==> config.mk <==
export PLATFORM = sky130hd
export DESIGN_NAME = load_mem_ctrl
export DESIGN_NICKNAME = d
export VERILOG_FILES = /design/src/rtl/load_mem_ctrl_pkg.sv /design/src/rtl/load_data_align.sv /design/src/rtl/load_mem_ctrl.sv
export SDC_FILE = /design/constraint.sdc
export NUM_CORES = 1
export LEC_CHECK = 0
export CORE_AREA = 2 2 144 146
export DETAILED_ROUTE_END_ITERATION = 6
export DIE_AREA = 0 0 146 148
export DONT_BUFFER_PORTS = 1
export PLACE_DENSITY = 0.66
export SLEW_MARGIN = 0
export SYNTH_ARGS = -nofsm -noshare
export SYNTH_HDL_FRONTEND = slang
export SYNTH_HIERARCHICAL = 1
export SYNTH_SLANG_ARGS = --single-unit
==> constraint.sdc <==
create_clock -name clk -period 4.45 [get_ports clk]
set_input_delay 1.1125 -clock clk [delete_from_list [all_inputs] [get_ports clk]]
set_output_delay 1.1125 -clock clk [all_outputs]
set_load 0.1 [all_outputs]
==> src/rtl/load_mem_ctrl_pkg.sv <==
// Shared constants for the load path: load_control encodings, fault causes,
// controller state type and request classification helper.
package load_mem_ctrl_pkg;

    localparam logic [2:0] LD_LB  = 3'b000;
    localparam logic [2:0] LD_LH  = 3'b001;
    localparam logic [2:0] LD_LW  = 3'b010;
    localparam logic [2:0] LD_LBU = 3'b100;
    localparam logic [2:0] LD_LHU = 3'b101;
    localparam logic [2:0] LD_NOP = 3'b111;

    localparam logic [1:0] FLT_MISALIGN = 2'd1;
    localparam logic [1:0] FLT_BUSERR   = 2'd2;
    localparam logic [1:0] FLT_TIMEOUT  = 2'd3;

    typedef enum logic [2:0] {
        S_IDLE,
        S_REQ,
        S_WAIT,
        S_WB,
        S_FAULT
    } state_e;

    // Unused encodings behave exactly like LD_NOP.
    function automatic logic is_load(input logic [2:0] lc);
        case (lc)
            LD_LB, LD_LH, LD_LW, LD_LBU, LD_LHU: is_load = 1'b1;
            LD_NOP:                              is_load = 1'b0;
            default:                             is_load = 1'b0;
        endcase
    endfunction

endpackage

==> src/rtl/load_data_align.sv <==
// Byte/half/word lane extraction with sign or zero extension, plus the
// alignment check for the same load_control/address pair.
module load_data_align
    import load_mem_ctrl_pkg::*;
#(
    parameter int unsigned XLEN = 32
) (
    input  logic [2:0]      load_control_i,
    input  logic [1:0]      ea_lo_i,
    input  logic [XLEN-1:0] word_i,
    output logic [XLEN-1:0] data_o,
    output logic            misaligned_o
);
    logic [7:0]  byte_sel;
    logic [15:0] half_sel;

    assign byte_sel = word_i[{ea_lo_i, 3'b000} +: 8];
    assign half_sel = ea_lo_i[1] ? word_i[31:16] : word_i[15:0];

    always_comb begin
        data_o = '0;
        case (load_control_i)
            LD_LB:   data_o = {{(XLEN-8){byte_sel[7]}}, byte_sel};
            LD_LBU:  data_o = {{(XLEN-8){1'b0}}, byte_sel};
            LD_LH:   data_o = {{(XLEN-16){half_sel[15]}}, half_sel};
            LD_LHU:  data_o = {{(XLEN-16){1'b0}}, half_sel};
            LD_LW:   data_o = word_i;
            default: data_o = '0;
        endcase
    end

    always_comb begin
        misaligned_o = 1'b0;
        case (load_control_i)
            LD_LH, LD_LHU: misaligned_o = ea_lo_i[0];
            LD_LW:         misaligned_o = |ea_lo_i;
            default:       misaligned_o = 1'b0;
        endcase
    end

endmodule

==> src/rtl/load_mem_ctrl.sv <==
// Load-path sequencer: accepts one load, issues a single memory read and
// returns the extended result or a fault (misaligned, bus error, timeout).
module load_mem_ctrl
    import load_mem_ctrl_pkg::*;
#(
    parameter int unsigned XLEN           = 32,
    parameter int unsigned TIMEOUT_CYCLES = 255
) (
    input  logic            clk,
    input  logic            rst,
    input  logic            req_valid,
    output logic            req_ready,
    input  logic [2:0]      load_control,
    input  logic [XLEN-1:0] base,
    input  logic [11:0]     imm,
    input  logic [4:0]      rd,
    output logic            mem_req_valid,
    input  logic            mem_req_ready,
    output logic [XLEN-1:0] mem_addr,
    input  logic            mem_rsp_valid,
    input  logic [XLEN-1:0] mem_rsp_data,
    input  logic            mem_rsp_err,
    output logic            wb_valid,
    output logic [4:0]      wb_rd,
    output logic [XLEN-1:0] wb_data,
    output logic            fault_valid,
    output logic [1:0]      fault_cause,
    output logic [XLEN-1:0] fault_addr
);
    localparam logic [7:0] TO_LIMIT = 8'(TIMEOUT_CYCLES);

    state_e          state_q, state_d;
    logic [XLEN-1:0] ea_q, ea_d;
    logic [2:0]      lc_q, lc_d;
    logic [4:0]      rd_q, rd_d;
    logic [7:0]      cnt_q, cnt_d;
    logic [XLEN-1:0] wb_data_q, wb_data_d;
    logic [4:0]      wb_rd_q, wb_rd_d;
    logic [1:0]      fc_q, fc_d;
    logic [XLEN-1:0] fa_q, fa_d;

    logic [XLEN-1:0] ea_new;
    logic [7:0]      cnt_inc;
    logic [2:0]      align_lc;
    logic [1:0]      align_lo;
    logic [XLEN-1:0] align_data;
    logic            align_mis;

    assign ea_new  = base + {{(XLEN-12){imm[11]}}, imm};
    assign cnt_inc = cnt_q + 8'd1;

    // One aligner serves both paths: in IDLE it checks the incoming request,
    // elsewhere it extracts from the response using the captured load.
    assign align_lc = (state_q == S_IDLE) ? load_control : lc_q;
    assign align_lo = (state_q == S_IDLE) ? ea_new[1:0] : ea_q[1:0];

    load_data_align #(.XLEN(XLEN)) u_align (
        .load_control_i (align_lc),
        .ea_lo_i        (align_lo),
        .word_i         (mem_rsp_data),
        .data_o         (align_data),
        .misaligned_o   (align_mis)
    );

    always_comb begin
        state_d   = state_q;
        ea_d      = ea_q;
        lc_d      = lc_q;
        rd_d      = rd_q;
        cnt_d     = cnt_q;
        wb_data_d = wb_data_q;
        wb_rd_d   = wb_rd_q;
        fc_d      = fc_q;
        fa_d      = fa_q;
        case (state_q)
            S_IDLE: begin
                if (req_valid) begin
                    ea_d = ea_new;
                    lc_d = load_control;
                    rd_d = rd;
                    if (is_load(load_control)) begin
                        if (align_mis) begin
                            state_d = S_FAULT;
                            fc_d    = FLT_MISALIGN;
                            fa_d    = ea_new;
                        end else begin
                            state_d = S_REQ;
                        end
                    end
                end
            end
            S_REQ: begin
                if (mem_req_ready) begin
                    state_d = S_WAIT;
                    cnt_d   = '0;
                end
            end
            S_WAIT: begin
                if (mem_rsp_valid) begin
                    if (mem_rsp_err) begin
                        state_d = S_FAULT;
                        fc_d    = FLT_BUSERR;
                        fa_d    = ea_q;
                    end else begin
                        state_d   = S_WB;
                        wb_data_d = align_data;
                        wb_rd_d   = rd_q;
                    end
                end else begin
                    cnt_d = cnt_inc;
                    if (cnt_inc == TO_LIMIT) begin
                        state_d = S_FAULT;
                        fc_d    = FLT_TIMEOUT;
                        fa_d    = ea_q;
                    end
                end
            end
            S_WB:    state_d = S_IDLE;
            S_FAULT: state_d = S_IDLE;
            default: state_d = S_IDLE;
        endcase
    end

    always_ff @(posedge clk or posedge rst) begin
        if (rst) begin
            state_q   <= S_IDLE;
            ea_q      <= '0;
            lc_q      <= '0;
            rd_q      <= '0;
            cnt_q     <= '0;
            wb_data_q <= '0;
            wb_rd_q   <= '0;
            fc_q      <= '0;
            fa_q      <= '0;
        end else begin
            state_q   <= state_d;
            ea_q      <= ea_d;
            lc_q      <= lc_d;
            rd_q      <= rd_d;
            cnt_q     <= cnt_d;
            wb_data_q <= wb_data_d;
            wb_rd_q   <= wb_rd_d;
            fc_q      <= fc_d;
            fa_q      <= fa_d;
        end
    end

    assign req_ready     = (state_q == S_IDLE);
    assign mem_req_valid = (state_q == S_REQ);
    assign mem_addr      = {ea_q[XLEN-1:2], 2'b00};
    assign wb_valid      = (state_q == S_WB) && (rd_q != 5'd0);
    assign wb_rd         = wb_rd_q;
    assign wb_data       = wb_data_q;
    assign fault_valid   = (state_q == S_FAULT);
    assign fault_cause   = fc_q;
    assign fault_addr    = fa_q;

endmodule

* After elaboration in Yosys (flattened, before gate mapping)
Cells that the tools add are included.
Storage, ports and cells: input port bits 90, memories 0, memory bits (read-only) 0, output and inout bits 107, register bits 122, memory bits (writable) 0, latch bits 0
Cells by class: div/mod/pow operators 0, reductions and logical operators 15, bitwise operators 1, shifts and indexed selects 1, $mul 0, $lt $le $gt $ge 0, mux-type cells 33, equal/unequal tests 20, add/sub/neg operators 2
Operators by type and width (count):
- $mux 32 | 6
- $pmux 32 s5 | 1
- $pmux 32 s2 | 1
- $add 32x32->32 | 1
- $shiftx 32x6->8 | 1
- $mux 3 | 8
- $mux 16 | 1
- $mux 8 | 2
- $pmux 8 s2 | 1
- $eq 3x3->1 const B | 5
- $mux 2 | 7
- $eq 3x2->1 const B | 4
- $eq 3x1->1 const B | 3
- $logic_not 3->1 | 3
- $pmux 3 s3 | 1
- $add 8x1->8 const B | 1
- $eq 8x8->1 const B | 1
- $ne 2x1->1 const B | 3
- $ne 3x3->1 const B | 2
- $reduce_and 3->1 | 2
- $reduce_and 6->1 | 1
- $reduce_bool 5->1 | 1
- $reduce_or 5->1 | 1
- $ne 2x2->1 const B | 2
- 9 further kinds | 13

* Depth between registers and ports, before layout
word-level depth 9, gate-level depth with buffers 15

* Modules after synthesis
The synthesis kept the hierarchy.
By module, submodules not included:
- load_mem_ctrl | area each 7158.1 um^2, instances 1, seq. area each 3052.9 um^2, cells each 754
- load_data_align | area each 701.9 um^2, instances 1, seq. area each 0.0 um^2, cells each 103

* Worst setup path before layout
OpenSTA, ideal clock, no wires.
path kind flip-flop to flip-flop, start register state_q[2], end register fa_q[30], in the netlist fault_addr[30], data arrival time 4.198 ns, library setup time 0.131 ns, setup slack 0.120 ns, stages on the path, launching flop included 15, cells stage by stage dfrtp_1 clkbuf_1 nor3_2 mux2_2 clkbuf_1 nor3b_2 o21ai_0 nand2_1 nand3_1 nor2_1 o221ai_1 buf_2 clkbuf_1 a21oi_1 o31ai_1
Between the ends: longest elaborated chain between the ends 7, elaborated cells between the ends (all ways) 18, those cells by class 9 x eq/ne; 4 x mux; 5 x reduce/logical
Ends and longest elaborated chain:
- start: declaration | line load_mem_ctrl.sv:32 | state_e state_q, state_d;
- start signal: assignment | line load_mem_ctrl.sv:136 | state_q <= state_d;
- $logic_not 3->1 *
- via req_ready | line load_mem_ctrl.sv:12 | output logic req_ready,
- $mux 3 * | line load_mem_ctrl.sv:54 | assign align_lc = (state_q == S_IDLE) ? load_control : lc_q;
- via align_lc[2] | line load_mem_ctrl.sv:44 | logic [2:0] align_lc;
- $eq 3x1->1 / $eq 3x3->1 (equally long branches) | line load_data_align.sv:34 | case (load_control_i)
- $reduce_or 2->1 | line load_data_align.sv:34
- $pmux 1 s2 * | line load_data_align.sv:34
- via align_mis | line load_mem_ctrl.sv:47 | logic align_mis;
- $ne 2x1->1 (no line) *
- $reduce_and 6->1 (no line) *
- end signal: assignment | line load_mem_ctrl.sv:134 | fa_q <= '0;
- end signal: assignment | line load_mem_ctrl.sv:144 | fa_q <= fa_d;
- end: declaration | line load_mem_ctrl.sv:40 | logic [XLEN-1:0] fa_q, fa_d;
Mark *: on every way through the listed nets, which the timed path passes. The rest lies on a longest branch. A chain may end at the register's enable or synchronous reset.

* Worst setup path in the final report
start input base[0], end register fa_q[26], in the netlist fault_addr[26]
Between the ends: longest elaborated chain between the ends 6, elaborated cells between the ends (all ways) 10, those cells by class 1 x add/sub; 1 x eq/ne; 6 x mux; 2 x reduce/logical
Ends and longest elaborated chain:
- start: declaration | line load_mem_ctrl.sv:14 | input logic [XLEN-1:0] base,
- $add 32x32->32 | line load_mem_ctrl.sv:49 | assign ea_new = base + {{(XLEN-12){imm[11]}}, imm};
- via ea_new[1] | line load_mem_ctrl.sv:42 | logic [XLEN-1:0] ea_new;
- $mux 2 | line load_mem_ctrl.sv:55 | assign align_lo = (state_q == S_IDLE) ? ea_new[1:0] : ea_q[1:0];
- via align_lo[1] | line load_mem_ctrl.sv:45 | logic [1:0] align_lo;
- $reduce_or 2->1 | line load_data_align.sv:36 | LD_LW: misaligned_o = |ea_lo_i;
- $pmux 1 s2 | line load_data_align.sv:34
- via align_mis | line load_mem_ctrl.sv:47
- $ne 2x1->1 (no line)
- $reduce_and 6->1 (no line)
The timed path passes the listed nets, and every way through them passes these cells. The select of a mux whose other input is x is not followed.

==> flow_metrics.tcl <==
set metrics [dict create \
    antenna_found_initial 0 \
    critPathKind "in -> reg" \
    crit_chain "ha_1 > fa_1 > mux2_2 > o21ai_0 > nand2_1 > nand3_1 > nor2_1 > o221ai_4 > buf_4 > or4_1 > nand4_1" \
    synth.distinct_cells 75 \
    yosysTopAreaCellShare_pct 38.8 \
    vias 6241 \
    dieArea_um2 21600 \
    outcome "complete, no violations" \
    final_hold_viol_count 0 \
    synth_compound_area_share_pct 20.1 \
    path_max_fanout 21 \
    synth_xor_area_share_pct 3.01 \
    cts_setup_buffers 0 \
    yosys.area_share.simple_pct 16.1 \
    syn_inst 857 \
    diodes 0 \
    ys_top_cells_by_count "nand2_1 (133), dfrtp_1 (122), o21ai_0 (74)" \
    wl_met1_mm 9.34 \
    final_max_slew_viol_count 0 \
    track_usage_pct 19.9 \
    drtIter0Drc 427 \
    relSlewSlack_pct 17.4 \
    ys_seq_area_share_pct 38.8 \
    min_path_type "reg -> reg" \
    ys_seq_elements 122 \
    overflow 0 \
    drive_above_1_share_pct 16.9 \
    wl_met3_mm 1.66 \
    fmax_mhz 284 \
    grt_pass1_vias 6153 \
    worstPathRequired_ns 4.80 \
    synthAdderAreaFrac_pct 5.51 \
    crit_path_end_kind "flip-flop" \
    cts_hold_buf 0 \
    setup_violations 0 \
    ant_nets 0 \
    cp_slowest_cell "fa_1" \
    worstSetupStartpointType "primary input" \
    root_buffer "clkbuf_16" \
    maxUsedRoutingLayer "met4" \
    clk_pin_slew_ns 0.06 \
    firstDrtPassIters 7 \
    skew_ns 0.0114 \
    place_hpwl_mm 15.8 \
    synth.top_cells.by_area "dfrtp_1 (39%), mux2_2 (8.6%), nand2_1 (6.4%), ha_1 (5.3%), o21ai_0 (4.7%)" \
    max_stage_delay_ns 0.53 \
    grt_first_pass_wirelength_mm 34.1 \
    synthArstFlopShare_pct 100 \
    die_w_um 146 \
    setup_tns_ns 0 \
    fin_crit_ns 3.52 \
    layout.nets 939 \
    rows 52 \
    cts_tree "built" \
    synth_edf_count 0 \
    clkSinkCount 122 \
    fp.coreArea_um2 20000 \
    maxCapViolations 0 \
    synth_area_per_cell_um2 9.17 \
    synth_area_um2 7860 \
    grt_max_degree 84 \
    route.detailed.drc 0 \
    insertion_delay_ns 0.42 \
    ys.flop_type "dfrtp_1" \
    htreeDepth 4 \
    dr_wl_met2_mm 9.92 \
    tritoncts.num_buffers 17 \
    rsz0062_at_grt "no" \
    clock_path_buffers 2 \
    start_util_pct 39.2 \
    fp.dieH_um 148 \
    areaGrowthSynthToFinish_pct 8.96 \
    ctsResizeCount 0 \
    ys.warnings.count 6 \
    viasPerCell 5.68 \
    yosys.area.top_type "dfrtp_1" \
    route.detailed.wl_per_inst_um 19.5 \
    io_pins 197 \
    synth_top_family_by_area "compound AO/OA/AOI/OAI gates" \
    max_slew.worst_pin.slew_ns 1.24 \
    portBuffers 0 \
    cp.arrival_ns 3.86 \
    final.period_utilization_pct 79.0 \
    synth_most_common_cell "nand2_1" \
    place.gp.congestion 0.882 \
    routed_wl_mm 21.5 \
    muxShareOfSynthArea_pct 10.1 \
]
## area by class of cell
| cell class | instances | area (µm²) |
|---|---|---|
| Sequential cell | 122 | 3050 |
| Inverter | 13 | 51.3 |
| Tap cell | 270 | 338 |
| Clock inverter | 13 | 143 |
| Clock buffer | 19 | 453 |
| Timing Repair Buffer | 16 | 158 |
| Fill cell | 2017 | 11500 |
| Multi-Input combinational cell | 645 | 4370 |
## logic make-up after synthesis
family                   Yosys count
XOR/XNOR                          27
buffers and inverters             91
multiplexers                      72
flip-flops                       122
adder cells (fa/ha/maj)           34
AND/OR/NAND/NOR                  269
AO/OA/AOI/OAI                    241
other                              1
## critical path: cells and delay by family
kind	cells	cell delay (ns)
AOI/OAI and AO/OA	2	0.30
adders and majority gates	2	0.74
buffers and inverters	1	0.24
muxes	1	0.42
and+or+nand+nor	5	1.03
## flip-flops by register name (all words and copies together) (netlist names)
register,cells
rd_q,5
ea_q,32
cnt_q,8
fault_addr,32
fault_cause,2
wb_rd,5
wb_data,32
state_q,3
lc_q,3
## path summary, 6_finish.rpt
check                                       startpoint  slack [ns]                    endpoint  cells past startpoint
worst max-delay path                           base[0]        0.93  fault_addr[26]$_DFFE_PP0P_                     11
worst min-delay path              cnt_q[7]$_DFFE_PP0P_        0.50        cnt_q[7]$_DFFE_PP0P_                      1
worst max register to register  state_q[2]$_DFFE_PP0P_        0.99  fault_addr[26]$_DFFE_PP0P_                     12
worst min register to register    cnt_q[7]$_DFFE_PP0P_        0.50        cnt_q[7]$_DFFE_PP0P_                      1
max in group asynchronous                          rst        2.66        ea_q[15]$_DFFE_PP0P_                      2
min in group asynchronous                          rst        0.82        wb_rd[2]$_DFFE_PP0P_                      1
## layer usage
| metal | up-vias | track usage (%) |
|---|---|---|
| met3 | 35 | 6.36 |
| met2 | 209 | 31.0 |
| met1 | 3008 | 26.0 |
| met4 | 0 | 7.33 |
| li1 | 2989 | - |
| met5 | - | 0 |
## layout by cell type, fill, tap and decap left out, types with 12 or more instances in the layout
master	n
mux2i_1	12
xnor2_1	16
mux2_2	60
dfrtp_1	122
nand2_1	132
o211ai_1	12
o21ai_0	74
a31oi_1	24
buf_4	14
clkbuf_16	18
a21o_1	15
a21oi_1	50
nor2_1	43
ha_1	33
nand3_1	15
## per-stage QoR
stage / hold slack (ns) / setup slack, ns / cells / cell area (µm²) / util (%)
2_1_floorplan: 0.446 / 0.0950 / 858 / 7860 / -
3_3_place_gp: 0.470 / 0.525 / 1066 / 7970 / 39.8
3_5_place_dp: 0.480 / 0.482 / 1066 / 7970 / 39.8
4_1_cts: 0.493 / 0.925 / 1098 / 8560 / 42.7
5_1_grt: 0.525 / 0.740 / 1098 / 8560 / 42.7
6_report: 0.495 / 0.933 / 1098 / 8560 / 42.7
Power is left out: the tool's default activity adds up to more than one toggle a clock period on the data nets, which glitch-free logic cannot reach.
==> variant, RTL diff (config.mk and constraints unchanged) <==
Encoding of `state_e`: now one-hot (5 bits for 5 states).
--- a/src/rtl/load_mem_ctrl_pkg.sv
+++ b/src/rtl/load_mem_ctrl_pkg.sv
@@ -15,8 +15,8 @@
 
-    typedef enum logic [2:0] {
-        S_IDLE,
-        S_REQ,
-        S_WAIT,
-        S_WB,
-        S_FAULT
+    typedef enum logic [4:0] {
+        S_IDLE  = 5'b00001,
+        S_REQ   = 5'b00010,
+        S_WAIT  = 5'b00100,
+        S_WB    = 5'b01000,
+        S_FAULT = 5'b10000
     } state_e;
Check against the original RTL: same outputs for any inputs over 4 cycles, from zero or initial values and one cycle with rst high; so few cycles prove little.
==> variant against the unedited design <==
  * Register-to-register slack worse by 0.21 ns
  * Die area stayed put
  * Final cell count is 0.91% higher
  * Area after synthesis is 0.33% higher
  * Setup slack worse by 0.15 ns
  * First-iteration DRC count is 19% lower
  * Wire length is 4.7% lower
  * Sequential cell count is 2 higher
  * Design area is 0.86% lower
Power is left out: the tool's default activity adds up to more than one toggle a clock period on the data nets, which glitch-free logic cannot reach.
==> variant: results (changes against the unedited design) <==
Post-Place Worst Slack -> 0.7307 ns (+0.2484 ns)
Worst path slowest cell -> or4_1
share of cells above drive strength 1 -> 0.1348 (-0.03424)
vias in the first global route -> 5,984 (-2.7%)
FFs w/ async S/R, synth -> 1.000 (unchanged)
Setup Fix Bufs, Post-CTS -> 0 (unchanged)
initial antenna violation count -> 0 (unchanged)
Worst-path clk slew -> 0.06 ns (about the same)
H-Tree Depth -> 4 (unchanged)
Warnings, synthesis -> 6 (unchanged)
worst-path fanout max -> 62 (+200%)
outcome -> complete, no violations
largest net degree at the start of global routing -> 74 (-12%)
wire per inst -> 18.45 um (-5.6%)
post-synthesis cell type count -> 82 (+9.3%)
clk buf depth -> 2 (unchanged)
CP arrival -> 4.02 ns (+0.16 ns)
EDFF count, synth -> 0 (unchanged)
global-route wire length before repair -> 32,650 um (-4.3%)
GR Util All Layers -> 0.1894 (-0.009332)
clk_skew -> 0.01070 ns (-0.0007278 ns)
CP top delay family -> simple AND/OR/NAND/NOR gates
list of most frequent post-synthesis cells -> nand2_1, dfrtp_1, o21ai_0, a21oi_1, buf_4
Root Driver -> clkbuf_16
Detail Placement HPWL -> 14,830 um (-6.3%)
Final GP Congestion -> 0.8531 (-3.2%)
first drt pass iteration count -> 5 (-2)
top post-synthesis cells by area -> dfrtp_1, nand2_1, ha_1, mux2_2, o21ai_0
Final #Nets -> 950 (+1.2%)
vias -> 6,142 (-1.6%)
Port-buffer cells -> 0 (unchanged)
register area share after synthesis -> 0.3936 (+0.005211)
Slew @ Worst Pin -> 0.9964 ns (-0.2397 ns)
Detailed Route Iter0 Violations -> 347 (-19%)
[variant: cell count changes after synthesis, moves of 15 or more]
| cell | unedited run | this run |
|---|---|---|
| mux2_2 | 60 | 32 |
| mux2i_1 | 12 | 27 |
| nand2_1 | 133 | 223 |
| nor2_1 | 44 | 24 |
| o21ai_0 | 74 | 58 |
[variant: path summary, 6_finish.rpt]
path,startpoint,endpoint,slack (ns),depth (start not counted)
max,state_q[2],fault_addr[25],0.78,16
min,rd_q[3],wb_rd[3],0.48,2
max reg2reg,state_q[2],fault_addr[25],0.78,16
min reg2reg,rd_q[3],wb_rd[3],0.48,2
max in group asynchronous,rst,ea_q[24],2.91,2
min in group asynchronous,rst,fault_addr[7],0.67,1
[variant: cell type report]
| type | count | area, um2 |
|---|---|---|
| repair buffers | 13 | 97.59 |
| multi-input cells | 660 | 4242 |
| clock inverters | 14 | 241.5 |
| fillers | 1984 | 11550 |
| clock buffers | 17 | 425.4 |
| well taps | 270 | 337.8 |
| inverters | 10 | 42.54 |
| flip-flops and latches | 124 | 3104 |
[variant: logic make-up after synthesis]
family	share of synthesized area
adders and majority gates	0.05490
and+or+nand+nor	0.1894
AOI/OAI and AO/OA	0.1729
other	0.0004755
muxes	0.08139
xor gates and xnor gates	0.03776
buffers and inverters	0.06949
DFF	0.3936
[variant: per-stage QoR]
step	utilization	hold WS, ns	cell area [um2]	instances
4_1_cts	0.4237	0.4820	8491	1108
3_5_place_dp	0.3904	0.4659	7824	1077
2_1_floorplan	-	0.4465	7890	873
6_report	0.4237	0.4795	8491	1108
3_3_place_gp	0.3904	0.4618	7824	1077
5_1_grt	0.4237	0.5143	8491	1108
[variant: worst reg2reg max path, stage by stage, from the launching register on]
cell and delay, ns:
dfrtp_1 0.44, nor3_1 0.09, nand3b_1 0.30, clkinv_1 0.17, buf_4 0.28, nand2_1 0.11
nand2_1 0.05, buf_4 0.22, nor3b_2 0.20, buf_4 0.19, o21ai_0 0.11, nand2_1 0.10
nand2_1 0.05, a211o_2 0.34, buf_4 0.31, or4_1 0.55, nand3_1 0.08
[variant: layer usage]
layer	wire, um	share of wire	track usage	vias up
li1	-	-	-	2945
met1	8894	0.43	0.2370	2981
met2	9619	0.47	0.3083	192
met3	1639	0.080	0.07068	24
met4	293	0.014	0.05388	0
met5	0	0	0	-
